### src/rtl/bash_round_const_gen.sv
// bash_round_const_gen
// Round-constant sequencer for the Bash-f permutation core. A start request
// in IDLE loads the seed (INIT, or seed_i when seed_en_i is high). The block
// then presents one constant per round over a valid/ready handshake. Each
// accepted beat advances the constant by STEPS LFSR steps in a single cycle.
//
// Ports:
//   clk, rst          - clock, asynchronous active-high reset
//   start_i           - start request (IDLE only)
//   seed_en_i, seed_i - optional caller seed, port byte order
//   const_o           - registered constant, port byte order
//   const_valid_o     - const_o valid (high in RUN)
//   const_ready_i     - consumer accepts the presented beat
//   round_o           - index of the presented beat
//   last_o            - presented beat is round ROUNDS-1
//   busy_o            - high in RUN
//   done_o            - one-cycle pulse after the final beat is accepted
module bash_round_const_gen #(
    parameter int unsigned W         = 64,
    parameter logic [W-1:0] POLY     = 64'hAED8E07F99E12BDC,
    parameter logic [W-1:0] INIT     = 64'hB194BAC80A08F53B,
    parameter int unsigned ROUNDS    = 24,
    parameter int unsigned STEPS     = 1,
    parameter bit          BYTE_SWAP = 1'b1,
    localparam int unsigned RW       = (ROUNDS > 1) ? $clog2(ROUNDS) : 1
) (
    input  logic          clk,
    input  logic          rst,
    input  logic          start_i,
    input  logic          seed_en_i,
    input  logic [W-1:0]  seed_i,
    output logic [W-1:0]  const_o,
    output logic          const_valid_o,
    input  logic          const_ready_i,
    output logic [RW-1:0] round_o,
    output logic          last_o,
    output logic          busy_o,
    output logic          done_o
);

    localparam logic [RW-1:0] LAST_ROUND = RW'(ROUNDS - 1);

    typedef enum logic {
        IDLE = 1'b0,
        RUN  = 1'b1
    } state_t;

    state_t        state_q, state_d;
    logic [W-1:0]  const_q, const_d;
    logic [RW-1:0] round_q, round_d;
    logic          done_q,  done_d;
    logic [W-1:0]  adv;

    // Maps between port byte order and the arithmetic domain (self-inverse).
    function automatic logic [W-1:0] bs(input logic [W-1:0] x);
        logic [W-1:0] r;
        r = x;
        if (BYTE_SWAP) begin
            for (int unsigned i = 0; i < W / 8; i++) begin
                r[8*i +: 8] = x[W-8-8*i +: 8];
            end
        end
        return r;
    endfunction

    // One LFSR step: shift in the arithmetic domain, feedback XOR in port order.
    function automatic logic [W-1:0] step(input logic [W-1:0] s);
        logic [W-1:0] n;
        n = bs(s);
        return bs(n >> 1) ^ (n[0] ? POLY : '0);
    endfunction

    always_comb begin
        adv = const_q;
        for (int unsigned i = 0; i < STEPS; i++) begin
            adv = step(adv);
        end
    end

    always_comb begin
        state_d = state_q;
        const_d = const_q;
        round_d = round_q;
        done_d  = 1'b0;
        case (state_q)
            IDLE: begin
                if (start_i) begin
                    const_d = seed_en_i ? seed_i : INIT;
                    round_d = '0;
                    state_d = RUN;
                end
            end
            RUN: begin
                if (const_ready_i) begin
                    if (round_q == LAST_ROUND) begin
                        // Final beat: constant and round index hold for inspection.
                        state_d = IDLE;
                        done_d  = 1'b1;
                    end else begin
                        const_d = adv;
                        round_d = round_q + 1'b1;
                    end
                end
            end
            default: state_d = IDLE;
        endcase
    end

    always_ff @(posedge clk or posedge rst) begin
        if (rst) begin
            state_q <= IDLE;
            const_q <= INIT;
            round_q <= '0;
            done_q  <= 1'b0;
        end else begin
            state_q <= state_d;
            const_q <= const_d;
            round_q <= round_d;
            done_q  <= done_d;
        end
    end

    assign const_o       = const_q;
    assign const_valid_o = (state_q == RUN);
    assign busy_o        = (state_q == RUN);
    assign round_o       = round_q;
    assign last_o        = (state_q == RUN) && (round_q == LAST_ROUND);
    assign done_o        = done_q;

endmodule

### config.mk
export PLATFORM = sky130hd
export DESIGN_NAME = bash_round_const_gen
export DESIGN_NICKNAME = d
export VERILOG_FILES = /design/src/rtl/bash_round_const_gen.sv
export SDC_FILE = /design/constraint.sdc
export NUM_CORES = 1
export LEC_CHECK = 0
export ABC_CLOCK_PERIOD_IN_PS = 4600
export BUFFER_PORTS_ARGS = -buffer_cell sky130_fd_sc_hd__buf_2
export CORE_UTILIZATION = 40
export DETAILED_ROUTE_END_ITERATION = 12
export PLACE_DENSITY_LB_ADDON = 0.1
export SLEW_MARGIN = 30
export SYNTH_ARGS = -nofsm -noshare
export SYNTH_HDL_FRONTEND = slang
export SYNTH_SLANG_ARGS = --single-unit
### constraint.sdc
create_clock -name clk -period 4.6 [get_ports clk]
set_input_delay 0.69 -clock clk [delete_from_list [all_inputs] [get_ports clk]]
set_output_delay 0.69 -clock clk [all_outputs]
set_load 0.03 [all_outputs]
# After elaboration in Yosys (flattened, before gate mapping)
# Index checks and enable logic that the tools add are counted.
op_classes:
  add_sub_neg: 1
  eq_ne: 4
  muxes: 17
  n_bitwise: 2
  reduce_logical: 2
op_table:
  columns: ["operator", "n"]
  rows:
  - ["64-bit two-way mux", 5]
  - ["64-bit one-hot mux with 2 select lines", 1]
  - ["64-bit bitwise XOR", 1]
  - ["5-bit two-way mux", 3]
  - ["5-bit one-hot mux with 2 select lines", 1]
  - ["1-bit two-way mux", 6]
  - ["2-bit != test, second input constant", 3]
  - ["5-bit by 1-bit adder with 5-bit output, second input constant", 1]
  - ["5-bit equality test, second input constant", 1]
  - ["3-bit AND reduction", 1]
  - ["1-bit one-hot mux with 2 select lines", 1]
  - ["1-bit logical AND", 1]
  - ["1-bit inverter", 1]
word_totals:
  reg_bits: 71
  in_bits: 69

# Depth between registers and ports, before layout
logic_depth:
  ltp_word: 5
  depth_mapped: 6

# Worst setup path after synthesis
# No wires, ideal clock.
synth_timing:
  kind: "reg-to-output"
  from: "reg round_q[0] (netlist: round_o[0])"
  to: "out last_o"
  t_arrival_ns: 1.269
  slack_ns: 2.641
  stages_incl_launch_ff: 4
  path_cell_list: "dfrtp_1 > ha_1 > and2_1 > and2_1"
synth_between:
  elab_chain_len: 2
synth_lines:
  columns: ["item", "line_no", "source"]
  rows:
  - ["from (decl)", "50", "logic [RW-1:0] round_q, round_d;"]
  - ["from (signal assigned)", "118", "round_q <= round_d;"]
  - ["5-bit equality test", "127", "assign last_o = (state_q == RUN) && (round_q == LAST_ROUND);"]
  - ["1-bit logical AND", "127", null]
  - ["to (decl)", "36", "output logic last_o,"]
# Every way passes these cells.

# Worst setup path after layout
layout_timing:
  from: "reg state_q (netlist: busy_o)"
  to: "out last_o"
layout_between:
  elab_chain_len: 1
layout_lines:
  columns: ["item", "line_no", "source"]
  rows:
  - ["from (decl)", "48", "state_t state_q, state_d;"]
  - ["from (signal assigned)", "116", "state_q <= state_d;"]
  - ["1-bit logical AND", "127", null]
# Every way passes these cells.

==> impl_metrics.csv <==
group,metric,value,unit
drt,routed_wl,9300,um
cts,cts_resized,0,
placed_design,hpwl,6170,um
worst_setup_path,endpoint_kind,"output pin",
worst_setup_path,max_stage_delay,0.83,ns
synthesis,synth_top_area_cell,"dfrtp_1",
die,rows,34,
placed_design,portBuffers,141,
die,fp.dieW,98.7,um
worst_setup_path,regToRegSetupSlack,2.37,ns
sta,slew_violations,0,
pwr,power.density,878,mW/mm2
synthesis,synth_cell_type_count,31,
synthesis,yosys_register_bits,71,
cts,cts.clk_slew.worst_paths,0.07,ns
worst_setup_path,crit_chain,"and3b_1 > and2_1 > buf_2",
cts,htree_levels,3,
pwr,p_sw,0.00182,W
cells_and_area,syn_to_final_growth,24.5,%
grt,grt_use_total,20.0,%
pwr,p_leak,2.30,nW
sta,post-route-period-util,55.9,%
synthesis,synth_nets,379,
sta,timing.setup.tns,0,ns
sta,skew,0.0110,ns
cts,clockBufferDepth,2,
worst_setup_path,crit_required,3.91,ns
grt,gr-total-overflow,0,
cells_and_area,layout-drive-gt1-share,51.8,%
worst_setup_path,path_class,"flip-flop to output pin",
sta,holdWs,0.441,ns
sta,maxSlewHeadroom,41.8,%
min_path,hold_path.class,"primary input to async pin",
drt,drtAntennaViolNets,0,
worst_setup_path,r2r-start,"busy_o",
die,die_area,0.00975,mm2
worst_setup_path,critPathSlowestCell,"dfrtp_2",
worst_setup_path,reg2regPathDepth,4,
die,io_pins,142,
synthesis,ys_seq_area_share,48.4,%
cts,cts_tree,"built",
sta,rsz0062_at_grt,"false",
die,initial_core_util,42.1,%
worst_setup_path,crit_fanout,37,
sta,finalCriticalPeriod,2.57,ns
cts,cts_setup_buffers,0,
pwr,power_frac_clock,10.7,%
drt,routedWlPerCell,16.9,um
cts,clock-sinks,71,
grt,grt_pass1_wl,15000,um
worst_setup_path,worst_setup_path_start_kind,"flip-flop",
cells_and_area,diodes,0,
cts,cts-root-buf,"clkbuf_8",
synthesis,avgSynthCellArea,12.1,um2
sta,max_clock_freq,389,MHz
sta,setup_viol,0,
drt,drtIter0Drc,93,
cells_and_area,fillers,859,
worst_setup_path,cp.arrival,1.88,ns
grt,grt_pass1_vias,2774,
grt,grt_max_degree,45,
drt,vias,2874,
pwr,sw_frac_of_total,44.6,%
run,maxCapViolations,0,
synthesis,synth_top_area_share,28.1,%
pwr,p_comb_share,54.4,%
pwr,internal_power,0.00227,W
die,die_h,98.7,um
pwr,peakVddDrop,0.000337,V
drt,drc,0,
synthesis,synthTopCellsByArea,"dfrtp_1 28%, dfstp_2 20%, mux2_2 12%",
cts,cts_buffers,9,
cts,ctsHoldBuffers,0,
grt,antenna_found_initial,0,
drt,dr.pass1.iters,4,
die,coreArea,0.00889,mm2
cells_and_area,nets,509,
sta,tightestPinTransition,0.871,ns
drt,routed_via_density,5.21,
worst_setup_path,r2r_end,"const_o[54]",
synthesis,synth_warnings,0,
run_status,status,"finished clean",
pwr,power_frac_seq,35.0,%
synthesis,mappedNetlistArea,0.00374,mm2
synthesis,syn-instance-count,309,
sta,finalHoldViolations,0,
placed_design,gp_congestion,0.736,
cts,insertion_delay,0.35,ns
## power by group through the flow
stage / registers, W / clock network (W) / logic (W)
floorplan: 0.00194 / 0 / 0.00118
global placement: 0.00144 / 0 / 0.00220
detailed placement: 0.00145 / 0 / 0.00224
CTS: 0.00144 / 0.000451 / 0.00225
global route: 0.00150 / 0.000478 / 0.00240
finish: 0.00143 / 0.000437 / 0.00222
## layer usage
metal	GRT usage [%]	share of wire [%]	routed length, um
met5	0	0	0
met3	4.96	5.2	482
met2	29.5	45	4210
met1	28.7	48	4510
met4	6.89	1.1	104
## final cells by class
cell class                      instances  area [um2]  area share [%]
Clock buffer                           15         156            3.36
Tap cell                              108         135            2.90
Timing Repair Buffer                  146         743            16.0
Sequential cell                        71        1820            39.0
Multi-Input combinational cell        190        1720            36.9
Inverter                               21        80.1            1.72
Clock inverter                          1        5.00           0.107
## sequential cells by signal (all words and copies together) (netlist names)
name and cells:
const_o 64, round_o 5, busy_o 1, done_o 1
## cell usage after synthesis (all sizes together)
| cell | count |
|---|---|
| xnor2 | 14 |
| a22o | 34 |
| o32ai | 1 |
| o22ai | 17 |
| and3b | 1 |
| dfrtp | 42 |
| inv | 21 |
| o221ai | 1 |
| dfstp | 29 |
| nand2b | 1 |
| ha | 1 |
| nor2 | 3 |
| and3 | 1 |
| buf | 18 |
| xor2 | 22 |
| nand3b | 1 |
| nor2b | 1 |
| mux2i | 18 |
| a2bb2oi | 13 |
| and2 | 2 |
| nand2 | 4 |
| mux2 | 49 |
| nand4 | 3 |
| o21ai | 1 |
| clkbuf | 9 |
| a21oi | 2 |
## critical path, delay by kind of cell, from the launching register on
family                 cells  cell delay (ns)
DFF                        1             0.83
buffers and inverters      1             0.20
and+or+nand+nor            2             0.52
## how the worst max path moves through the flow
stage	slack (ns)	cells after the start	end	startpoint
floorplan	2.16	1	busy_o	rst
global placement	2.29	1	const_o[56]	const_o[56]
detailed placement	2.33	4	const_o[54]	busy_o
CTS	2.02	3	last_o	busy_o
global route	1.94	3	last_o	busy_o
finish	2.03	3	last_o	busy_o
## per-stage QoR
stage	utilization [%]	cells	instance area (um2)	total power, W	setup WS (ns)
global placement	50.5	536	4490	0.00364	2.29
finish	52.4	552	4660	0.00409	2.03
CTS	52.4	552	4660	0.00414	2.02
detailed placement	50.6	536	4500	0.00369	2.33
global route	52.4	552	4660	0.00437	1.94
floorplan	-	309	3740	0.00312	2.16
## cells in the final DEF (no fill, tap or decap), drive strengths merged, types with 13 or more instances in the layout
cell type	instances
inv	20
buf	146
o22ai	17
a22o	34
xnor2	14
clkbuf	15
dfrtp	42
a2bb2oi	13
xor2	22
mux2	49
mux2i	18
dfstp	29
## cells by family after synthesis
| logic type | Yosys count | synth area share (%) |
|---|---|---|
| muxes | 67 | 19.6 |
| xor gates and xnor gates | 36 | 8.42 |
| and+or+nand+nor | 17 | 2.47 |
| buffers and inverters | 48 | 5.98 |
| DFF | 71 | 48.4 |
| AOI/OAI and AO/OA | 69 | 14.8 |
| adders and majority gates | 1 | 0.334 |
No activity file was read; power rests on OpenSTA's default activity.
